$ cat src/rtl/ddr_op_scheduler_if.sv
// Request/completion handshake and status bundle between the register-level
// start pulses, the DDR3 engines and the operation scheduler.
interface ddr_op_scheduler_if #(
    parameter int unsigned CNT_W = 8
) ();
    logic [3:0]       req_i;
    logic [3:0]       done_i;
    logic [3:0]       start_o;
    logic             busy_o;
    logic [3:0]       active_o;
    logic [3:0]       pending_o;
    logic [CNT_W-1:0] drop_cnt_o;
    logic [CNT_W-1:0] tmo_cnt_o;
    logic             tmo_flag_o;

    modport master (
        output req_i, done_i,
        input  start_o, busy_o, active_o, pending_o, drop_cnt_o, tmo_cnt_o, tmo_flag_o
    );

    modport slave (
        input  req_i, done_i,
        output start_o, busy_o, active_o, pending_o, drop_cnt_o, tmo_cnt_o, tmo_flag_o
    );
endinterface

$ cat src/rtl/ddr_op_scheduler.sv
// Serializes DDR3 engine requests: round-robin single grants, with pattern
// WR+RD pending together launched as one RW pair; tracks drops and timeouts.
module ddr_op_scheduler #(
    parameter int unsigned      TMO_W   = 24,
    parameter logic [TMO_W-1:0] TMO_MAX = 24'hFFFFFF,
    parameter int unsigned      CNT_W   = 8
) (
    input  logic              clk_i,
    input  logic              resetn_i,
    ddr_op_scheduler_if.slave bus
);
    typedef enum logic [1:0] {S_IDLE, S_LAUNCH, S_WAIT} state_e;

    state_e           state_q, state_d;
    logic [3:0]       pending_q, pending_d;
    logic [3:0]       active_q, active_d;
    logic [3:0]       start_q, start_d;
    logic [3:0]       mask_q, mask_d;
    logic [1:0]       ptr_q, ptr_d;
    logic [TMO_W-1:0] tmo_q, tmo_d;
    logic [CNT_W-1:0] drop_q, drop_d;
    logic [CNT_W-1:0] tcnt_q, tcnt_d;
    logic             flag_q, flag_d;

    logic [3:0]       accept, dropped, grant, done_all;
    logic [2:0]       ndrop;
    logic [CNT_W:0]   drop_sum;
    logic [1:0]       idx, next_ptr;
    logic             found, finish;

    always_comb begin
        state_d   = state_q;
        active_d  = active_q;
        start_d   = '0;
        mask_d    = mask_q;
        ptr_d     = ptr_q;
        tmo_d     = tmo_q;
        tcnt_d    = tcnt_q;
        flag_d    = flag_q;
        grant     = '0;
        found     = 1'b0;
        idx       = '0;
        finish    = 1'b0;
        done_all  = '0;

        accept    = bus.req_i & ~pending_q & ~active_q;
        dropped   = bus.req_i & (pending_q | active_q);
        ndrop     = 3'(dropped[0]) + 3'(dropped[1]) + 3'(dropped[2]) + 3'(dropped[3]);
        drop_sum  = {1'b0, drop_q} + (CNT_W+1)'(ndrop);
        drop_d    = drop_sum[CNT_W] ? '1 : drop_sum[CNT_W-1:0];
        pending_d = pending_q | accept;

        for (int unsigned i = 0; i < 4; i++) begin
            idx = ptr_q + 2'(i);
            if (!found && pending_q[idx]) begin
                grant[idx] = 1'b1;
                found      = 1'b1;
            end
        end
        // Pattern WR+RD pending together beat the round-robin order.
        if (pending_q[0] && pending_q[1]) begin
            grant = 4'b0011;
        end

        casez (active_q)
            4'b1???: next_ptr = 2'd0;
            4'b01??: next_ptr = 2'd3;
            4'b001?: next_ptr = 2'd2;
            default: next_ptr = 2'd1;
        endcase

        case (state_q)
            S_IDLE: begin
                if (|pending_q) begin
                    active_d  = grant;
                    pending_d = (pending_q & ~grant) | accept;
                    state_d   = S_LAUNCH;
                end
            end
            S_LAUNCH: begin
                start_d = active_q;
                mask_d  = '0;
                tmo_d   = '0;
                state_d = S_WAIT;
            end
            S_WAIT: begin
                done_all = mask_q | (bus.done_i & active_q);
                mask_d   = done_all;
                tmo_d    = tmo_q + TMO_W'(1);
                if (done_all == active_q) begin
                    finish = 1'b1;
                end else if (tmo_d == TMO_MAX) begin
                    finish = 1'b1;
                    flag_d = 1'b1;
                    if (tcnt_q != '1) begin
                        tcnt_d = tcnt_q + CNT_W'(1);
                    end
                end
                if (finish) begin
                    state_d  = S_IDLE;
                    active_d = '0;
                    ptr_d    = next_ptr;
                end
            end
            default: state_d = S_IDLE;
        endcase
    end

    always_ff @(posedge clk_i) begin
        if (!resetn_i) begin
            state_q   <= S_IDLE;
            pending_q <= '0;
            active_q  <= '0;
            start_q   <= '0;
            mask_q    <= '0;
            ptr_q     <= '0;
            tmo_q     <= '0;
            drop_q    <= '0;
            tcnt_q    <= '0;
            flag_q    <= 1'b0;
        end else begin
            state_q   <= state_d;
            pending_q <= pending_d;
            active_q  <= active_d;
            start_q   <= start_d;
            mask_q    <= mask_d;
            ptr_q     <= ptr_d;
            tmo_q     <= tmo_d;
            drop_q    <= drop_d;
            tcnt_q    <= tcnt_d;
            flag_q    <= flag_d;
        end
    end

    assign bus.start_o    = start_q;
    assign bus.busy_o     = (state_q != S_IDLE);
    assign bus.active_o   = active_q;
    assign bus.pending_o  = pending_q;
    assign bus.drop_cnt_o = drop_q;
    assign bus.tmo_cnt_o  = tcnt_q;
    assign bus.tmo_flag_o = flag_q;
endmodule

$ cat src/flat_wrapper.sv
// flat-port wrapper written by rule: the top's interface ports become plain ports
module ddr_op_scheduler_flat 
#(
    parameter int unsigned      TMO_W   = 24,
    parameter logic [TMO_W-1:0] TMO_MAX = 24'hFFFFFF,
    parameter int unsigned      CNT_W   = 8
)
  (clk_i, resetn_i, bus_req_i, bus_done_i, bus_start_o, bus_busy_o, bus_active_o, bus_pending_o, bus_drop_cnt_o, bus_tmo_cnt_o, bus_tmo_flag_o);
  ddr_op_scheduler_if #(.CNT_W(CNT_W)) bus_i ();
  input  logic clk_i;
  input  logic resetn_i;
  input wire logic [$bits(bus_i.req_i)-1:0] bus_req_i;
  input wire logic [$bits(bus_i.done_i)-1:0] bus_done_i;
  output wire logic [$bits(bus_i.start_o)-1:0] bus_start_o;
  output wire logic [$bits(bus_i.busy_o)-1:0] bus_busy_o;
  output wire logic [$bits(bus_i.active_o)-1:0] bus_active_o;
  output wire logic [$bits(bus_i.pending_o)-1:0] bus_pending_o;
  output wire logic [$bits(bus_i.drop_cnt_o)-1:0] bus_drop_cnt_o;
  output wire logic [$bits(bus_i.tmo_cnt_o)-1:0] bus_tmo_cnt_o;
  output wire logic [$bits(bus_i.tmo_flag_o)-1:0] bus_tmo_flag_o;
  assign bus_i.req_i = bus_req_i;
  assign bus_i.done_i = bus_done_i;
  assign bus_start_o = bus_i.start_o;
  assign bus_busy_o = bus_i.busy_o;
  assign bus_active_o = bus_i.active_o;
  assign bus_pending_o = bus_i.pending_o;
  assign bus_drop_cnt_o = bus_i.drop_cnt_o;
  assign bus_tmo_cnt_o = bus_i.tmo_cnt_o;
  assign bus_tmo_flag_o = bus_i.tmo_flag_o;
  ddr_op_scheduler #(.TMO_W(TMO_W), .TMO_MAX(TMO_MAX), .CNT_W(CNT_W)) u_core (.clk_i(clk_i), .resetn_i(resetn_i), .bus(bus_i));
endmodule
$ cat config.mk
export PLATFORM = sky130hd
export DESIGN_NAME = ddr_op_scheduler_flat
export DESIGN_NICKNAME = d
export VERILOG_FILES = /design/src/rtl/ddr_op_scheduler_if.sv /design/src/rtl/ddr_op_scheduler.sv /design/src/flat_wrapper.sv
export SDC_FILE = /design/constraint.sdc
export NUM_CORES = 1
export LEC_CHECK = 0
export CORE_ASPECT_RATIO = 1.1
export CORE_MARGIN = 2
export CORE_UTILIZATION = 36
export CTS_BUF_LIST = sky130_fd_sc_hd__clkbuf_16
export DETAILED_ROUTE_END_ITERATION = 7
export PLACE_DENSITY = 0.64
export SLEW_MARGIN = 15
export SYNTH_ARGS = -nofsm -noshare
export SYNTH_HDL_FRONTEND = slang
export SYNTH_SLANG_ARGS = --single-unit
$ cat constraint.sdc
create_clock -name clk_i -period 6.4 [get_ports clk_i]
set_clock_uncertainty 0.05 [all_clocks]
set_input_delay 0.64 -clock clk_i [delete_from_list [all_inputs] [get_ports clk_i]]
set_output_delay 0.64 -clock clk_i [all_outputs]
set_load 0.03 [all_outputs]
==> impl_metrics.toml, run 1 <==
[outcome]
status = "finished, final reports clean"

[cells_and_area]
final_cell_mix = "sky130_fd_sc_hd__dfxtp_1 (61), sky130_fd_sc_hd__nand2_1 (53), sky130_fd_sc_hd__nor2_1 (49)"
final_layout_size_suffix_gt1_share_pct = 6.08
postLayoutCoreUtil_pct = 42.9
finalNonFillerCells = 673
final-seq-area_um2 = 1220
n_fill_cell = 1091
most_common_cell_after_layout_fill_and_taps_aside = "sky130_fd_sc_hd__dfxtp_1"
final_area_um2 = 4640
multiInputGateArea_um2 = 2440
n_antenna_cell = 0
finalNetCount = 552
area_delta_synth_final_pct = 17.9

[drt]
drc_errors = 0
route.final.wire_length_mm = 10.0
routed-via-count = 3775
drt_pre_antenna_iters = 4
viasPerCell = 5.61
detail_route.iter0.violations = 221
ant_nets = 0
post_drt_wl_per_cell_um = 14.9

[yosys]
synth_nets = 538
post_synth_inst_count = 507
yosys_warnings = 0
mapped_area_um2 = 3940
syn_avg_cell_area_um2 = 7.77
synth_seq_cells = 61
synth_top_flop_cell = "sky130_fd_sc_hd__dfxtp_1"
synth_edf_count = 0
synth-async-reset-ratio_pct = 0
yosys.cell_types.count = 69
seq_area_frac_synth_pct = 31.0

[pwr]
leakagePower_nw = 1.61
cellPowerDensity_nw_per_um2 = 299
max-vdd-ir-drop_v = 0.000145
total_power_mw = 1.39

[placed_design]
half_perimeter_wire_length_after_placement_mm = 6.95
post_dp_cell_area_um2 = 4330
port_buffers = 39
globalplace.congestion = 0.841
dpl_cells = 657
post-place-ws_ns = 2.72

[clocking]
cts_buffers = 9
cts_hold_repair.buffers = 0
clock_insertion_delay_worst_skew_ns = 0.34
cts.htree.levels = 3
cts_post_setup_buffers_inserted = 0
clock_sink_count = 61
cts_resized = 0
ctsRootBufferMaster = "sky130_fd_sc_hd__clkbuf_16"
cts.clk_slew.worst_paths_ns = 0.06
cts_tree = "done"
cts_max_path_buffers = 2

[hold_path]
path_type_of_the_worst_min_delay_path = "flop to flop"
hold_depth = 1

[run]
max_cap_violations = 0

[setup_path]
timing.critical_path.from_type = "flop"
end_kind = "flop"
critical_path.max_fanout = 14
kind_of_critical_path = "flop to flop"
worstPathArrival_ns = 3.63
cp_cell_sequence = "ha_1, nand3_2, or4_4, mux2_4, a311oi_4, nand4_2, or3_2, a21oi_1"
r2r_cells = 8
critical_path.max_stage_delay_ns = 0.62
cp.required_ns = 6.61
timing.critical_path.slowest_stage_cell = "sky130_fd_sc_hd__or4_4"

[timing]
slew_headroom_pct = 30.4
rsz_0062_raised_after_global_routing = "no"
tightest_slew_ns = 1.04
min_setup_slack_post_route_ns = 2.98
drv_slew = 0
fin_tns_setup_ns = 0
final.min_clock_period_ns = 3.42
final_worst_path_cycle_share_pct = 53.5
final_report_hold_violation_count = 0
holdWs_ns = 0.419
finalSetupViolCount = 0
fmaxAchievable_mhz = 292

[global_routing]
initial_antenna_violation_count = 0
grt.met1_usage_pct = 20.0
first_pass_grt_wire_length_mm = 17.1
busiest_layer = "met2"
via_count_of_the_first_global_routing_pass = 3680
grt_use_met3_pct = 2.74
grt_overflow = 0
overall_fraction_of_global_route_tracks_in_use_pct = 17.5
grt_met2_use_pct = 31.7
grt_max_degree = 33

[floorplan]
initial_util_pct = 36.4
die_width_um = 104
std_cell_rows = 40
top_level_ports = 40
coreArea_um2 = 10800
chipHeight_um = 114
floorplan.die_area_um2 = 11800
-- critical path, delay by kind of cell, from the launching register on --
family	cells	cell delay, ns
simple gates	4	1.67
mux	1	0.34
flops	1	0.51
compound gates	2	0.40
fa+ha+maj	1	0.36
-- power breakdown --
group / leakage, nW / switching [mW] / total (mW) / internal (mW)
Combinational: 0.966 / 0.266 / 0.419 / 0.153
Sequential: 0.494 / 0.0455 / 0.450 / 0.404
Clock: 0.153 / 0.182 / 0.521 / 0.338
-- path summary, 6_finish.rpt --
check | slack (ns) | from | end
setup / recovery | 2.98 | u_core.tmo_q[1] | u_core.bus.tmo_cnt_o[2]
hold / removal | 0.42 | u_core.bus.tmo_flag_o | u_core.bus.tmo_flag_o
setup reg to reg | 2.98 | u_core.tmo_q[1] | u_core.bus.tmo_cnt_o[2]
hold reg to reg | 0.42 | u_core.bus.tmo_flag_o | u_core.bus.tmo_flag_o
-- routing by layer --
| layer | vias up | wire length (um) |
|---|---|---|
| met1 | 1796 | 4370 |
| met3 | 24 | 334 |
| met2 | 85 | 5030 |
| met4 | 0 | 300 |
| met5 | - | 0 |
| li1 | 1870 | - |
-- cell type report --
class | instances | share of cell area [%]
well taps | 147 | 3.96
repair buffers | 41 | 8.73
clock inverters | 7 | 1.94
inverters | 21 | 1.70
clock buffers | 9 | 4.85
multi-input cells | 387 | 52.5
flip-flops and latches | 61 | 26.3
-- kinds of logic (layout without fill, tap and decap cells) --
group                    Yosys count  count (layout)  synth area share, %
flip-flops                        61              61                 31.0
adder cells (fa/ha/maj)           21              21                 7.05
AND/OR/NAND/NOR                  220             220                 28.6
XOR/XNOR                           6               6                 1.33
buffers and inverters             59              78                 7.12
multiplexers                       7               7                 2.54
AO/OA/AOI/OAI                    133             133                 22.3
-- registers in the layout, indices dropped and copies added, names as in the netlist --
name,flops
u_core.bus.pending_o,4
u_core.bus.active_o,4
u_core.bus.tmo_cnt_o,8
u_core.bus.tmo_flag_o,1
u_core.state_q,2
u_core.mask_q,4
u_core.bus.start_o,4
u_core.tmo_q,24
u_core.ptr_q,2
u_core.bus.drop_cnt_o,8
-- cells in the mapped netlist (all sizes together) (4+ instances only) --
cell type	instances	area share, %
clkbuf	30	3.7
nand4	16	2.9
nand4b	4	0.89
buf	8	1.5
nand2b	4	0.64
inv	21	2.0
a21oi	40	5.1
nand3b	4	0.76
nor4	7	1.1
nor2	49	4.7
nand3	25	3.3
or3	5	0.86
dfxtp	61	31
nand2	53	5.1
nor3	21	2.7
mux2i	4	1.0
a31oi	9	1.4
o21ai	27	3.4
a21boi	7	1.3
xor2	4	0.89
nor2b	9	1.4
o21a	14	2.7
ha	19	6.0
a311oi	4	1.3
and3	9	1.4
o31a	4	0.89
No activity file was read; power rests on OpenSTA's default activity.
==> run 2, diff against run 1 <==
--- a/config.mk
+++ b/config.mk
@@ -10,7 +10,7 @@
 export CORE_UTILIZATION = 36
 export CTS_BUF_LIST = sky130_fd_sc_hd__clkbuf_16
 export DETAILED_ROUTE_END_ITERATION = 7
-export PLACE_DENSITY = 0.64
+export PLACE_DENSITY = 0.66
 export SLEW_MARGIN = 15
 export SYNTH_ARGS = -nofsm -noshare
 export SYNTH_HDL_FRONTEND = slang
==> constraint.sdc (replaced) <==
create_clock -name clk_i -period 3 [get_ports clk_i]
set_clock_uncertainty 0.05 [all_clocks]
set_input_delay 0.3 -clock clk_i [delete_from_list [all_inputs] [get_ports clk_i]]
set_output_delay 0.3 -clock clk_i [all_outputs]
set_load 0.03 [all_outputs]
==> run 2 against run 1 <==
- setup slack worse by 2.9 ns
- non-clock buffer count up 34
- global-route usage up 0.42 points
- cell count up 5.1%
- critical path depth up 1
- via count up 3.2%
- die area unchanged
- core utilization up 2.8 points
- sequential power up 100%
- count of clock-buffer cells in the layout unchanged
- wire length up 3.8%
- maximum frequency up 19%
- critical path type unchanged
==> impl_metrics.toml, run 2 (synthesis results as in run 1) <==
[outcome]
status = "finished, final reports clean"

[pwr]
power_report.internal_total_mw = 1.96
cellPowerDensity_nw_per_um2 = 609
max-vdd-ir-drop_v = 0.000227
total_switching_power_mw = 1.06
seq_power_share_pct = 29.9
pwr-share-comb_pct = 34.0
clock_power_share_pct = 36.1
leakagePower_nw = 1.79
switching_share_pct = 35.1

[timing]
slew_headroom_pct = 64.2
tightest_slew_ns = 0.532
fmaxAchievable_mhz = 348
finalSetupViolCount = 0
final_worst_path_cycle_share_pct = 95.8
holdWs_ns = 0.425
final.min_clock_period_ns = 2.87
final_report_hold_violation_count = 0
drv_slew = 0
rsz_0062_raised_after_global_routing = "no"

[floorplan]
initial_util_pct = 36.4
top_level_ports = 40
floorplan.die_area_um2 = 11800
die_width_um = 104
std_cell_rows = 40
coreArea_um2 = 10800
chipHeight_um = 114

[setup_path]
timing.rr.end = "u_core.bus.tmo_cnt_o[2]"
timing.reg2reg.setup_slack_ns = 0.13
critical_path.max_fanout = 14
r2r_cells = 9
end_kind = "flop"
cp.required_ns = 3.21
timing.critical_path.from_type = "flop"
worstPathArrival_ns = 3.09
reg2reg_from = "u_core.tmo_q[1]"
kind_of_critical_path = "flop to flop"

[cells_and_area]
area_delta_synth_final_pct = 25.6
largest-register = "u_core.tmo_q"
final_layout_size_suffix_gt1_share_pct = 14.5
largest_register_ffs = 24
finalNetCount = 586
final_area_um2 = 4950
most_common_cell_after_layout_fill_and_taps_aside = "sky130_fd_sc_hd__nand2_1"
final_cell_mix = "sky130_fd_sc_hd__nand2_1 (53), sky130_fd_sc_hd__dfxtp_1 (52), sky130_fd_sc_hd__nor2_1 (48)"
n_antenna_cell = 0

[clocking]
cts.htree.levels = 3
cts_hold_repair.buffers = 0
clock_sink_count = 61
cts_tree = "done"
cts_max_path_buffers = 2
ctsRootBufferMaster = "sky130_fd_sc_hd__clkbuf_16"
cts_buffers = 9
cts.clk_slew.worst_paths_ns = 0.05
clock_insertion_delay_worst_skew_ns = 0.33

[drt]
routed-via-count = 3897
drt_pre_antenna_iters = 5
detail_route.iter0.violations = 311
ant_nets = 0
post_drt_wl_per_cell_um = 14.7
route.final.wire_length_mm = 10.4
viasPerCell = 5.51
drc_errors = 0

[global_routing]
via_count_of_the_first_global_routing_pass = 3777
overall_fraction_of_global_route_tracks_in_use_pct = 17.9
grt_overflow = 0
first_pass_grt_wire_length_mm = 17.6
grt_max_degree = 32
initial_antenna_violation_count = 0

[placed_design]
half_perimeter_wire_length_after_placement_mm = 7.40
port_buffers = 39
post_dp_cell_area_um2 = 4580
globalplace.congestion = 0.954

[hold_path]
holdCritStartpoint = "u_core.bus.tmo_flag_o"
path_type_of_the_worst_min_delay_path = "flop to flop"
hold_path_end = "u_core.bus.tmo_flag_o"
hold_depth = 1

[run]
max_cap_violations = 0
## run 2: power by group through the flow
stage          clock, mW  combinational [mW]  sequential, mW
2_1_floorplan          0               0.616           0.987
3_3_place_gp           0               0.978           0.914
3_5_place_dp           0                1.01           0.918
4_1_cts             1.11                1.01           0.900
5_1_grt             1.15                1.14           0.907
6_report            1.09                1.03           0.900
## run 2: layout make-up
cell class / instances / area [um2]
fillers: 1085 / 5860
multi-input cells: 387 / 2480
flip-flops and latches: 61 / 1230
repair buffers: 75 / 661
clock buffers: 9 / 225
well taps: 147 / 184
clock inverters: 7 / 81.3
inverters: 21 / 78.8
## run 2: worst max-delay path, stage by stage (launching register included)
cell	delay, ns
sky130_fd_sc_hd__dfxtp_2	0.35
sky130_fd_sc_hd__ha_4	0.16
sky130_fd_sc_hd__nand3_2	0.08
sky130_fd_sc_hd__or4_4	0.58
sky130_fd_sc_hd__mux2_4	0.34
sky130_fd_sc_hd__a311oi_4	0.32
sky130_fd_sc_hd__nand4_2	0.15
sky130_fd_sc_hd__buf_4	0.20
sky130_fd_sc_hd__or3_2	0.41
sky130_fd_sc_hd__a21oi_1	0.15
## run 2: worst max-delay path by stage
stage	cells past startpoint	startpoint	to
after floorplan	11	u_core.bus.active_o[0]	u_core.bus.drop_cnt_o[6]
after global placement	12	bus_req_i[0]	u_core.bus.drop_cnt_o[6]
after detailed placement	12	bus_req_i[0]	u_core.bus.drop_cnt_o[4]
after CTS	11	u_core.bus.active_o[0]	u_core.bus.drop_cnt_o[4]
after global routing	9	u_core.tmo_q[1]	u_core.bus.tmo_cnt_o[2]
final	9	u_core.tmo_q[1]	u_core.bus.tmo_cnt_o[2]
## run 2: per-stage QoR
step                instances  utilization [%]  setup WS [ns]  setup TNS [ns]  power (mW)
CTS                       706             45.2         0.0686               0        3.03
detailed placement        690             42.4         -0.253           -1.77        1.93
floorplan                 507                -        0.00338               0        1.60
global route              707             45.8         0.0122               0        3.20
global placement          690             42.4         -0.183           -1.23        1.89
finish                    707             45.8          0.127               0        3.01
## run 2: layer usage
metal | vias up | routed length (um) | part of all wire, % | GRT usage (%)
li1 | 1943 | - | - | -
met1 | 1832 | 4530 | 43 | 21.2
met2 | 110 | 5160 | 49 | 32.5
met3 | 12 | 594 | 5.7 | 3.43
met4 | 0 | 141 | 1.4 | 6.58
met5 | - | 0 | 0 | 0
## run 2: timing repair
item	CTS	global route
resized for setup	0	15
setup buffers	0	1
setup endpoints to repair	0	14
endpoints found under the hold margin	0	0
==> run 3, diff against run 2 <==
--- a/config.mk
+++ b/config.mk
@@ -10,7 +10,7 @@
 export CORE_UTILIZATION = 36
 export CTS_BUF_LIST = sky130_fd_sc_hd__clkbuf_16
 export DETAILED_ROUTE_END_ITERATION = 7
-export PLACE_DENSITY = 0.66
+export PLACE_DENSITY = 0.64
 export SLEW_MARGIN = 15
 export SYNTH_ARGS = -nofsm -noshare
 export SYNTH_HDL_FRONTEND = slang
==> constraint.sdc (replaced) <==
create_clock -name clk_i -period 2.9 [get_ports clk_i]
set_clock_uncertainty 0.05 [all_clocks]
set_input_delay 0.29 -clock clk_i [delete_from_list [all_inputs] [get_ports clk_i]]
set_output_delay 0.29 -clock clk_i [all_outputs]
set_load 0.03 [all_outputs]
==> run 3 against run 2 <==
- die area unchanged
- sequential power rose by 3.4%
- first-iteration DRC count shrank 33%
- clock power down 6%
- non-clock buffer count is 10 higher
- sequential cell count is the same
- cell count grew 1.3%
- wire length increased by 0.30%
- register-to-register slack about the same
- worst hold slack better by 0.00057 ns
- core utilization grew 0.52 points
==> impl_metrics.toml, run 3 (synthesis results as in run 1) <==
[floorplan]
std_cell_rows = 40
floorplan.die_area_um2 = 11800
top_level_ports = 40
die_width_um = 104
initial_util_pct = 36.4
coreArea_um2 = 10800
chipHeight_um = 114

[cells_and_area]
area_delta_synth_final_pct = 27.1
n_antenna_cell = 0
n_fill_cell = 1087
most_common_cell_after_layout_fill_and_taps_aside = "sky130_fd_sc_hd__dfxtp_1"
finalNetCount = 596
final_area_um2 = 5000
final_cell_mix = "sky130_fd_sc_hd__dfxtp_1 (56), sky130_fd_sc_hd__nand2_1 (53), sky130_fd_sc_hd__nor2_1 (48)"
largest_register_ffs = 24
largest-register = "u_core.tmo_q"
final_layout_size_suffix_gt1_share_pct = 16.5

[drt]
route.final.wire_length_mm = 10.5
drc_errors = 0
post_drt_wl_per_cell_um = 14.6
m1WireLength_mm = 4.54
route.met3.wl_um = 487
viasPerCell = 5.51
maxUsedRoutingLayer = "met4"
drt_pre_antenna_iters = 7
detail_route.iter0.violations = 207
ant_nets = 0
met2WireLength_mm = 5.28
routed-via-count = 3942

[setup_path]
critical_path.max_fanout = 2
critPathMostFrequentCell = "sky130_fd_sc_hd__ha_1"
kind_of_critical_path = "input pin to flop"
cp.required_ns = 3.07
critical_path.max_stage_delay_ns = 0.48
worstPathArrival_ns = 2.94
cp_cell_sequence = "clkdlybuf4s50_1, o21a_1, ha_1, fa_1, ha_1, ha_1, a21o_1, a21oi_2, nor2_1, and3_1, o211a_1"
timing.critical_path.from_type = "input pin"
end_kind = "flop"
timing.critical_path.slowest_stage_cell = "sky130_fd_sc_hd__clkdlybuf4s50_1"

[pwr]
cellPowerDensity_nw_per_um2 = 610
max-vdd-ir-drop_v = 0.000300
leakagePower_nw = 1.82

[clocking]
cts_max_path_buffers = 2
ctsRootBufferMaster = "sky130_fd_sc_hd__clkbuf_16"
cts.htree.levels = 3
clock_sink_count = 61
cts.clk_slew.worst_paths_ns = 0.05
clock_insertion_delay_worst_skew_ns = 0.33
cts_tree = "done"
cts_buffers = 9

[global_routing]
overall_fraction_of_global_route_tracks_in_use_pct = 18.1
grt_max_degree = 24
grt_overflow = 0
initial_antenna_violation_count = 0
via_count_of_the_first_global_routing_pass = 3759
first_pass_grt_wire_length_mm = 17.6

[timing]
final.min_clock_period_ns = 2.77
final_worst_path_cycle_share_pct = 95.6
finalSetupViolCount = 0
fmaxAchievable_mhz = 361
final_report_hold_violation_count = 0
tightest_slew_ns = 0.607
slew_headroom_pct = 59.5
fin_tns_setup_ns = 0
drv_slew = 0

[hold_path]
path_type_of_the_worst_min_delay_path = "flop to flop"

[outcome]
status = "finished, final reports clean"

[run]
max_cap_violations = 0

[placed_design]
port_buffers = 39
globalplace.congestion = 0.883
half_perimeter_wire_length_after_placement_mm = 7.47
post_dp_cell_area_um2 = 4650
==> run 3: cell count changes in the layout (fill, tap and decap cells not counted), moves of 2 or more <==
| cell | delta |
|---|---|
| sky130_fd_sc_hd__dfxtp_2 | -4 |
| sky130_fd_sc_hd__buf_4 | +8 |
| sky130_fd_sc_hd__ha_4 | -2 |
| sky130_fd_sc_hd__dfxtp_1 | +4 |
| sky130_fd_sc_hd__a21oi_2 | +7 |
| sky130_fd_sc_hd__a21oi_1 | -7 |
==> run 3: through the flow <==
stage	utilization (%)	power, mW	cells	hold slack (ns)	setup slack [ns]
5_1_grt	46.3	3.26	716	0.446	-0.000360
3_3_place_gp	43.0	1.98	697	0.402	-0.190
2_1_floorplan	-	1.67	507	0.390	0.0108
4_1_cts	45.6	3.05	712	0.430	0.0542
6_report	46.3	3.05	716	0.426	0.128
3_5_place_dp	43.0	2.01	697	0.417	-0.238
==> run 3: critical path: cells and delay by family <==
| family | cells | cell delay, ns |
|---|---|---|
| compound gates | 4 | 0.69 |
| fa+ha+maj | 4 | 1.20 |
| buf+inv | 1 | 0.48 |
| simple gates | 2 | 0.29 |
==> run 3: routing by layer <==
layer | global-route usage [%] | vias to the layer above
met4 | 5.59 | 0
met1 | 22.1 | 1864
li1 | - | 1952
met2 | 31.9 | 111
met3 | 4.06 | 15
met5 | 0 | -
==> run 3: cell type report <==
cell class                      count  area (um2)  area share [%]
Clock buffer                        9         225            4.50
Clock inverter                      6        55.1            1.10
Inverter                           21        78.8            1.57
Multi-Input combinational cell    387        2490            49.8
Sequential cell                    61        1230            24.6
Tap cell                          147         184            3.67
Timing Repair Buffer               85         737            14.7
==> run 3: worst paths after layout <==
check / depth (start not counted) / endpoint / slack [ns] / start
setup / recovery: 11 / u_core.bus.drop_cnt_o[7] / 0.13 / bus_req_i[1]
hold / removal: 2 / u_core.tmo_q[21] / 0.43 / u_core.tmo_q[21]
setup reg to reg: 10 / u_core.bus.drop_cnt_o[7] / 0.14 / u_core.bus.pending_o[0]
hold reg to reg: 2 / u_core.tmo_q[21] / 0.43 / u_core.tmo_q[21]
==> run 3: what timing repair did <==
| item | CTS | global route |
|---|---|---|
| hold buffers | 0 | 0 |
| setup buffers | 0 | 4 |
| gates resized for setup | 0 | 14 |
| setup endpoints to repair | 0 | 14 |
==> run 3: where the power goes <==
part / leakage (nW) / internal, mW / switching, mW / total, mW
sequential: 0.496 / 0.896 / 0.0349 / 0.931
combinational: 1.19 / 0.409 / 0.683 / 1.09
clock: 0.136 / 0.650 / 0.380 / 1.03
total: 1.82 / 1.95 / 1.10 / 3.05
